--- src/rtl/mem_stage_if.sv ---
// Bundle of the execute-side, data-memory and writeback signals of the memory stage.
// The slave modport is the stage itself; the master modport is its environment.
interface mem_stage_if;
    logic        in_valid;
    logic        in_ready;
    logic [5:0]  in_op;
    logic [31:0] alu_result;
    logic        alu_zero;
    logic [31:0] store_data;
    logic [4:0]  dest_reg;

    logic        mem_req;
    logic        mem_we;
    logic [31:0] mem_addr;
    logic [31:0] mem_wdata;
    logic [31:0] mem_rdata;
    logic        mem_ack;

    logic        wb_valid;
    logic        wb_we;
    logic [4:0]  wb_reg;
    logic [31:0] wb_data;
    logic        branch_taken;
    logic        err;

    modport slave (
        input  in_valid, in_op, alu_result, alu_zero, store_data, dest_reg,
        output in_ready,
        output mem_req, mem_we, mem_addr, mem_wdata,
        input  mem_rdata, mem_ack,
        output wb_valid, wb_we, wb_reg, wb_data, branch_taken, err
    );

    modport master (
        output in_valid, in_op, alu_result, alu_zero, store_data, dest_reg,
        input  in_ready,
        input  mem_req, mem_we, mem_addr, mem_wdata,
        output mem_rdata, mem_ack,
        input  wb_valid, wb_we, wb_reg, wb_data, branch_taken, err
    );
endinterface

--- src/rtl/mem_stage.sv ---
// Memory stage of a multi-cycle MIPS-like core: performs lw/sw through a req/ack port
// with a bounded wait, and retires ALU, branch and memory results one at a time.
module mem_stage #(
    parameter int unsigned TIMEOUT = 16
) (
    input  logic        clk,
    input  logic        rst,
    mem_stage_if.slave  bus
);

    localparam logic [5:0] OP_LW  = 6'b100011;
    localparam logic [5:0] OP_SW  = 6'b101011;
    localparam logic [5:0] OP_BEQ = 6'b000100;
    localparam int unsigned CNT_W = $clog2(TIMEOUT + 1);

    typedef enum logic [1:0] {IDLE, ACCESS, RETIRE} state_e;
    typedef enum logic [1:0] {K_ALU, K_BEQ, K_LW, K_SW} kind_e;

    state_e            state_q, state_d;
    kind_e             kind_q, kind_d;
    logic [CNT_W-1:0]  cnt_q, cnt_d;
    logic [31:0]       result_q, result_d;
    logic [31:0]       wdata_q, wdata_d;
    logic [31:0]       rdata_q, rdata_d;
    logic [4:0]        dest_q, dest_d;
    logic              zero_q, zero_d;
    logic              err_q, err_d;

    logic              accept;
    logic              retire;

    function automatic kind_e decode(input logic [5:0] op);
        case (op)
            OP_LW:   return K_LW;
            OP_SW:   return K_SW;
            OP_BEQ:  return K_BEQ;
            default: return K_ALU;
        endcase
    endfunction

    function automatic logic misaligned(input logic [31:0] addr);
        return |addr[1:0];
    endfunction

    assign accept = bus.in_valid && (state_q == IDLE);

    always_comb begin
        state_d  = state_q;
        kind_d   = kind_q;
        cnt_d    = cnt_q;
        result_d = result_q;
        wdata_d  = wdata_q;
        rdata_d  = rdata_q;
        dest_d   = dest_q;
        zero_d   = zero_q;
        err_d    = err_q;

        case (state_q)
            IDLE: begin
                if (accept) begin
                    kind_d   = decode(bus.in_op);
                    result_d = bus.alu_result;
                    wdata_d  = bus.store_data;
                    dest_d   = bus.dest_reg;
                    zero_d   = bus.alu_zero;
                    err_d    = 1'b0;
                    cnt_d    = '0;
                    if (kind_d == K_LW || kind_d == K_SW) begin
                        // A misaligned address never reaches the memory port.
                        if (misaligned(bus.alu_result)) begin
                            err_d   = 1'b1;
                            state_d = RETIRE;
                        end else begin
                            state_d = ACCESS;
                        end
                    end else begin
                        state_d = RETIRE;
                    end
                end
            end
            ACCESS: begin
                // Ack is checked before the timeout so a last-cycle ack still completes.
                if (bus.mem_ack) begin
                    if (kind_q == K_LW) begin
                        rdata_d = bus.mem_rdata;
                    end
                    state_d = RETIRE;
                end else if (cnt_q == CNT_W'(TIMEOUT - 1)) begin
                    err_d   = 1'b1;
                    state_d = RETIRE;
                end else begin
                    cnt_d = cnt_q + 1'b1;
                end
            end
            RETIRE: begin
                state_d = IDLE;
            end
            default: begin
                state_d = IDLE;
            end
        endcase
    end

    always_ff @(posedge clk) begin
        if (rst) begin
            state_q  <= IDLE;
            kind_q   <= K_ALU;
            cnt_q    <= '0;
            result_q <= '0;
            wdata_q  <= '0;
            rdata_q  <= '0;
            dest_q   <= '0;
            zero_q   <= 1'b0;
            err_q    <= 1'b0;
        end else begin
            state_q  <= state_d;
            kind_q   <= kind_d;
            cnt_q    <= cnt_d;
            result_q <= result_d;
            wdata_q  <= wdata_d;
            rdata_q  <= rdata_d;
            dest_q   <= dest_d;
            zero_q   <= zero_d;
            err_q    <= err_d;
        end
    end

    assign retire = (state_q == RETIRE);

    assign bus.in_ready  = (state_q == IDLE);
    assign bus.mem_req   = (state_q == ACCESS);
    assign bus.mem_we    = (state_q == ACCESS) && (kind_q == K_SW);
    assign bus.mem_addr  = result_q;
    assign bus.mem_wdata = wdata_q;

    assign bus.wb_valid     = retire;
    assign bus.wb_reg       = dest_q;
    assign bus.wb_data      = (kind_q == K_LW) ? rdata_q : result_q;
    assign bus.wb_we        = retire && !err_q && (dest_q != 5'd0) &&
                              (kind_q == K_ALU || kind_q == K_LW);
    assign bus.branch_taken = retire && (kind_q == K_BEQ) && zero_q;
    assign bus.err          = retire && err_q;

endmodule

--- src/flat_wrapper.sv ---
// flat-port wrapper written by rule: the top's interface ports become plain ports
module mem_stage_flat 
#(
    parameter int unsigned TIMEOUT = 16
)
  (clk, rst, bus_in_valid, bus_in_op, bus_alu_result, bus_alu_zero, bus_store_data, bus_dest_reg, bus_in_ready, bus_mem_req, bus_mem_we, bus_mem_addr, bus_mem_wdata, bus_mem_rdata, bus_mem_ack, bus_wb_valid, bus_wb_we, bus_wb_reg, bus_wb_data, bus_branch_taken, bus_err);
  mem_stage_if bus_i ();
  input  logic clk;
  input  logic rst;
  input wire logic [$bits(bus_i.in_valid)-1:0] bus_in_valid;
  input wire logic [$bits(bus_i.in_op)-1:0] bus_in_op;
  input wire logic [$bits(bus_i.alu_result)-1:0] bus_alu_result;
  input wire logic [$bits(bus_i.alu_zero)-1:0] bus_alu_zero;
  input wire logic [$bits(bus_i.store_data)-1:0] bus_store_data;
  input wire logic [$bits(bus_i.dest_reg)-1:0] bus_dest_reg;
  output wire logic [$bits(bus_i.in_ready)-1:0] bus_in_ready;
  output wire logic [$bits(bus_i.mem_req)-1:0] bus_mem_req;
  output wire logic [$bits(bus_i.mem_we)-1:0] bus_mem_we;
  output wire logic [$bits(bus_i.mem_addr)-1:0] bus_mem_addr;
  output wire logic [$bits(bus_i.mem_wdata)-1:0] bus_mem_wdata;
  input wire logic [$bits(bus_i.mem_rdata)-1:0] bus_mem_rdata;
  input wire logic [$bits(bus_i.mem_ack)-1:0] bus_mem_ack;
  output wire logic [$bits(bus_i.wb_valid)-1:0] bus_wb_valid;
  output wire logic [$bits(bus_i.wb_we)-1:0] bus_wb_we;
  output wire logic [$bits(bus_i.wb_reg)-1:0] bus_wb_reg;
  output wire logic [$bits(bus_i.wb_data)-1:0] bus_wb_data;
  output wire logic [$bits(bus_i.branch_taken)-1:0] bus_branch_taken;
  output wire logic [$bits(bus_i.err)-1:0] bus_err;
  assign bus_i.in_valid = bus_in_valid;
  assign bus_i.in_op = bus_in_op;
  assign bus_i.alu_result = bus_alu_result;
  assign bus_i.alu_zero = bus_alu_zero;
  assign bus_i.store_data = bus_store_data;
  assign bus_i.dest_reg = bus_dest_reg;
  assign bus_in_ready = bus_i.in_ready;
  assign bus_mem_req = bus_i.mem_req;
  assign bus_mem_we = bus_i.mem_we;
  assign bus_mem_addr = bus_i.mem_addr;
  assign bus_mem_wdata = bus_i.mem_wdata;
  assign bus_i.mem_rdata = bus_mem_rdata;
  assign bus_i.mem_ack = bus_mem_ack;
  assign bus_wb_valid = bus_i.wb_valid;
  assign bus_wb_we = bus_i.wb_we;
  assign bus_wb_reg = bus_i.wb_reg;
  assign bus_wb_data = bus_i.wb_data;
  assign bus_branch_taken = bus_i.branch_taken;
  assign bus_err = bus_i.err;
  mem_stage #(.TIMEOUT(TIMEOUT)) u_core (.clk(clk), .rst(rst), .bus(bus_i));
endmodule
--- config.mk ---
export PLATFORM = sky130hd
export DESIGN_NAME = mem_stage_flat
export DESIGN_NICKNAME = d
export VERILOG_FILES = /design/src/rtl/mem_stage_if.sv /design/src/rtl/mem_stage.sv /design/src/flat_wrapper.sv
export SDC_FILE = /design/constraint.sdc
export NUM_CORES = 1
export LEC_CHECK = 0
export ABC_AREA = 1
export CORE_UTILIZATION = 36
export DETAILED_ROUTE_END_ITERATION = 7
export PLACE_DENSITY = 0.73
export SLEW_MARGIN = 20
export SYNTH_ARGS = -nofsm -noshare
export SYNTH_HDL_FRONTEND = slang
export SYNTH_SLANG_ARGS = --single-unit
--- constraint.sdc ---
create_clock -name clk -period 1.75 [get_ports clk]
set_input_delay 0.525 -clock clk [delete_from_list [all_inputs] [get_ports clk]]
set_output_delay 0.525 -clock clk [all_outputs]
set_load 0.02 [all_outputs]
# Word-level counts from Yosys, hierarchy flattened
# Index checks and enable logic that the tools add are counted.
# Widths: inputs -> output; s select.
[totals] regBits=112 inputBits=112 elab_cells=67
[op_classes] n_addsub=1 eq_ne=16 mux=20 reduce_logical=21
[op_table] cell="$mux 32" count=1
[op_table] cell="$mux 5" count=3
[op_table] cell="$mux 2" count=7
[op_table] cell="$eq 6x6->1 const B" count=2
[op_table] cell="$eq 2x2->1 const B" count=5
[op_table] cell="$pmux 5 s2" count=1
[op_table] cell="$logic_and 1x1->1" count=8
[op_table] cell="$reduce_and 4->1" count=2
[op_table] cell="$eq 6x3->1 const B" count=1
[op_table] cell="$pmux 2 s3" count=1
[op_table] cell="$add 5x1->5 const B" count=1
[op_table] cell="$eq 5x4->1 const B" count=1
[op_table] cell="$mux 1" count=5
[op_table] cell="$reduce_bool 5->1" count=1
[op_table] cell="$eq 2x1->1 const B" count=2
[op_table] cell="$logic_not 2->1" count=2
[op_table] cell="$ne 2x1->1 const B" count=2
[op_table] cell="$ne 2x2->1 const B" count=2
[op_table] cell="$pmux 2 s2" count=1
[op_table] cell="$reduce_and 2->1" count=2
[op_table] cell="$ne 3x1->1 const B" count=1
[op_table] cell="$reduce_and 3->1" count=1
[op_table] cell="$logic_or 1x1->1" count=2
[op_table] cell="$pmux 1 s2" count=1
[op_table] cell="3 further kinds" count=3

# Logic depth before layout (Yosys ltp)
[depth] word_depth=9 depth_mapped=10 depth_no_buf=10

# Worst setup path before layout
# OpenSTA, ideal clock, no wires.
[synth_timing] kind="reg-to-output" start="register u_core.state_q[1]" end="output port bus_branch_taken" arrival_time_ps=1608 required_time_ps=1225 slack_ps=-383 path_stages_with_launch=5 n_path_buf=0 path_cell_list="dfxtp_1 inv_1 nor2_1 inv_1 nor4_1"
[synth_via] elab_chain_len=3
[synth_rtl] element="start: declaration" line_no="mem_stage.sv:19" rtl="state_e state_q, state_d;"
[synth_rtl] element="start signal: assignment" line_no="mem_stage.sv:116" rtl="state_q <= state_d;"
[synth_rtl] element="$eq 2x2->1" line_no="mem_stage.sv:128" rtl="assign retire = (state_q == RETIRE);"
[synth_rtl] element="named net bus_wb_valid" line_no="flat_wrapper.sv:23" rtl="output wire logic [$bits(bus_i.wb_valid)-1:0] bus_wb_valid;"
[synth_rtl] element="$logic_and 1x1->1 (2 in a row)" line_no="mem_stage.sv:141" rtl="assign bus.branch_taken = retire && (kind_q == K_BEQ) && zero_q;"
[synth_rtl] element="end: declaration" line_no="flat_wrapper.sv:27" rtl="output wire logic [$bits(bus_i.branch_taken)-1:0] bus_branch_taken;"
# The timed path passes the listed nets, and every way through them passes these cells.

# Final worst setup path
[layout_timing] start="register u_core.kind_q[0]" end="output port bus_wb_data[23]"
[layout_via] elab_chain_len=2
[layout_rtl] element="start: declaration" line_no="mem_stage.sv:20" rtl="kind_e kind_q, kind_d;"
[layout_rtl] element="start signal: assignment" line_no="mem_stage.sv:117" rtl="kind_q <= kind_d;"
[layout_rtl] element="$eq 2x2->1" line_no="mem_stage.sv:138" rtl="assign bus.wb_data = (kind_q == K_LW) ? rdata_q : result_q;"
[layout_rtl] element="$mux 32" line_no="mem_stage.sv:138"
[layout_rtl] element="end: declaration" line_no="flat_wrapper.sv:26" rtl="output wire logic [$bits(bus_i.wb_data)-1:0] bus_wb_data;"
# No other way between the ends.

==> results.sh <==
export IMPL_worstPathRequired_ns=1.22
export IMPL_drv_slew=0
export IMPL_start_kind="flop"
export IMPL_ys_seq_elements=112
export IMPL_clock_latency_ns=0.35
export IMPL_synthSimpleGateAreaFrac_pct=19.6
export IMPL_cts_tree="done"
export IMPL_status="finished with violations"
export IMPL_grt_pass1_wl_um=22500
export IMPL_timing_rr_start="u_core.state_q[0]$_SDFFE_PP0P_"
export IMPL_holdBufCountCts=0
export IMPL_clockBufferDepth=2
export IMPL_max_freq_mhz=504
export IMPL_drc=0
export IMPL_yosysMostFrequentCell="nor2_1"
export IMPL_syn_area_per_cell_um2=7.37
export IMPL_grt_usage_pct=22.0
export IMPL_path_max_fanout=8
export IMPL_viasPerCell=4.76
export IMPL_synth_enable_flop_cells=0
export IMPL_wl_um=14200
export IMPL_muxShareOfSynthArea_pct=0
export IMPL_synth_area_leader_cell="dfxtp_1"
export IMPL_rows=40
export IMPL_fin_hold_ws_ns=0.462
export IMPL_power_switching_mw=1.98
export IMPL_ys_top_cells_by_area="dfxtp_1 50%, o21ai_0 15%, nor2_1 12%, inv_1 4.8%, a21oi_1 4.7%"
export IMPL_drtIter0Drc=263
export IMPL_maxSlewHeadroom_pct=79.5
export IMPL_synth_top_family_by_area="compound AO/OA/AOI/OAI gates"
export IMPL_totalPowerFinal_mw=6.92
export IMPL_initial_core_util_pct=37.2
export IMPL_critPathKind="reg -> out"
export IMPL_cts_root_buf="clkbuf_16"
export IMPL_synthFlopType="dfxtp_1"
export IMPL_tightest_slew_ns=0.307
export IMPL_synth_top_area_share_pct=49.8
export IMPL_grtUsageMet2_pct=40.3
export IMPL_synth_compound_area_share_pct=20.3
export IMPL_seqPwrFrac_pct=41.0
export IMPL_clock_power_share_pct=34.5
export IMPL_htreeDepth=3
export IMPL_p_leak_nw=3.35
export IMPL_busiest_layer="met2"
export IMPL_io_buffers=219
export IMPL_period_share_pct=113
export IMPL_hold_viol=0
export IMPL_cts_sinks=112
export IMPL_critPathCaptureType="output port"
export IMPL_die_h_um=114
export IMPL_die_w_um=114
export IMPL_utilization_pct=62.9
export IMPL_post_route_min_period_ns=1.98
export IMPL_hold_class="reg -> reg"
export IMPL_coreArea_mm2=0.0121
export IMPL_yosys_warnings=0
export IMPL_p_int_mw=4.94
export IMPL_grt_start_max_net_pins=51
export IMPL_synth_area_mm2=0.00450
export IMPL_use_met1_pct=24.7
export IMPL_hp_start="u_core.bus.mem_addr[10]$_SDFFE_PP0P_"
export IMPL_drive_above_1_share_pct=17.5
export IMPL_pre_cts_ws_ns=-0.374
export IMPL_ys_top_cells_by_count="146 x nor2_1, 137 x o21ai_0, 112 x dfxtp_1"
export IMPL_synthXorXnorAreaFrac_pct=0
export IMPL_grt_met3_usage_pct=5.31
export IMPL_rsz0062_at_grt="yes"
export IMPL_timing_final_ws_setup_ns=-0.233
export IMPL_pwr_share_comb_pct=24.5
export IMPL_p_sw_share_pct=28.6
export IMPL_die_area_mm2=0.0130
export IMPL_clock_skew_ns=0.00625
export IMPL_numCtsBuffers=9
export IMPL_synth_seq_area_share_pct=49.8
export IMPL_fin_tns_setup_ns=-6.04
export IMPL_gp_congestion=0.889
export IMPL_violations="negative setup slack"
export IMPL_synthAdderAreaFrac_pct=0.556
export IMPL_antenna_found_initial=0
export IMPL_syn2layout_area_growth_pct=69.0
export IMPL_vdd_ir_drop_worst_mv=0.435
export IMPL_firstDrtPassIters=4
export IMPL_ys_types=25
export IMPL_clk_pin_slew_ns=0.07
export IMPL_power_density_mw_per_mm2=909
export IMPL_ios=220
export IMPL_hpwl_um=10400
export IMPL_postSynthCellCount=611
export IMPL_synthArstFlopShare_pct=0
export IMPL_vias=4882
export IMPL_grt_overflow_total=0
export IMPL_syn_num_nets=725
export IMPL_postRouteAntennaNets=0
export IMPL_timing_critical_path_from="u_core.kind_q[0]$_SDFFE_PP0P_"
export IMPL_setup_viol=35
export IMPL_arrival_ns=1.46
export IMPL_antenna_cells=0
export IMPL_grt_pass1_vias=4766
export IMPL_wl_per_cell_um=13.9
export IMPL_max_cap_violations=0
export IMPL_nets=966
## worst max-delay path, cell delays in order (launching register included)
cell	delay [ns]
dfxtp_4	0.38
nor2_8	0.19
buf_12	0.15
buf_16	0.14
nand2_4	0.05
o21ai_2	0.06
buf_6	0.13
## placed cells by master, fill, tap and decap left out, drive strengths merged, types with 3 or more instances in the layout
master and instances:
nor2 149, o21ai 137, dfxtp 112, clkdlybuf4s50 111, buf 88, dlygate4sd2 69, inv 62, nand2 52
a21oi 42, clkbuf 10, nand3 7, nand4 4, bufinv 3
## path summary, 6_finish.rpt
| path | to | slack, ns | cells after the start |
|---|---|---|---|
| setup reg to reg | u_core.bus.mem_wdata[29]$_SDFFE_PP0P_ | 0.10 | 9 |
| hold / removal | u_core.bus.mem_addr[10]$_SDFFE_PP0P_ | 0.46 | 2 |
| hold reg to reg | u_core.bus.mem_addr[10]$_SDFFE_PP0P_ | 0.46 | 2 |
| setup / recovery | bus_wb_data[23] | -0.23 | 6 |
## metrics by stage
| stage | area (µm²) | instances |
|---|---|---|
| 2_1_floorplan | 4530 | 611 |
| 3_3_place_gp | 7170 | 1002 |
| 3_5_place_dp | 7170 | 1002 |
| 4_1_cts | 7500 | 1022 |
| 5_1_grt | 7610 | 1025 |
| 6_report | 7610 | 1025 |
## cell families (layout without fill, tap and decap cells)
| kind of cell | count (synthesis) | after routing |
|---|---|---|
| AND/OR/NAND/NOR | 216 | 216 |
| AO/OA/AOI/OAI | 182 | 182 |
| flip-flops | 112 | 112 |
| buffers and inverters | 99 | 345 |
| adder cells (fa/ha/maj) | 2 | 2 |
## power groups by stage
stage | clock network, mW | logic (mW) | registers (mW)
after floorplan | 0 | 0.590 | 3.10
after global placement | 0 | 1.75 | 2.88
after detailed placement | 0 | 1.77 | 2.90
after CTS | 2.42 | 1.67 | 2.84
after global routing | 2.51 | 1.84 | 2.86
final | 2.39 | 1.70 | 2.84
## repair_timing
action | 4_1_cts | 5_1_grt
gates cloned | 2 | 0
gates resized for setup | 342 | 33
setup endpoints to repair | 108 | 42
pin swaps | 1 | 2
setup buffers | 2 | 3
## layout make-up
| cell class | count | area, µm² |
|---|---|---|
| clock buffer | 10 | 229 |
| clock inverter | 6 | 116 |
| fill | 1073 | 4500 |
| inverter | 61 | 234 |
| multi-input combinational | 400 | 1970 |
| sequential | 112 | 2250 |
| tap | 168 | 210 |
| timing repair buffer | 268 | 2610 |
## metal layers
metal  share of wire (%)  vias up
li1                    -     2447
met1                  41     2205
met2                  50      211
met3                 7.9       19
met4                 1.7        0
met5                   0        -
(Power assumes the default switching activity.)
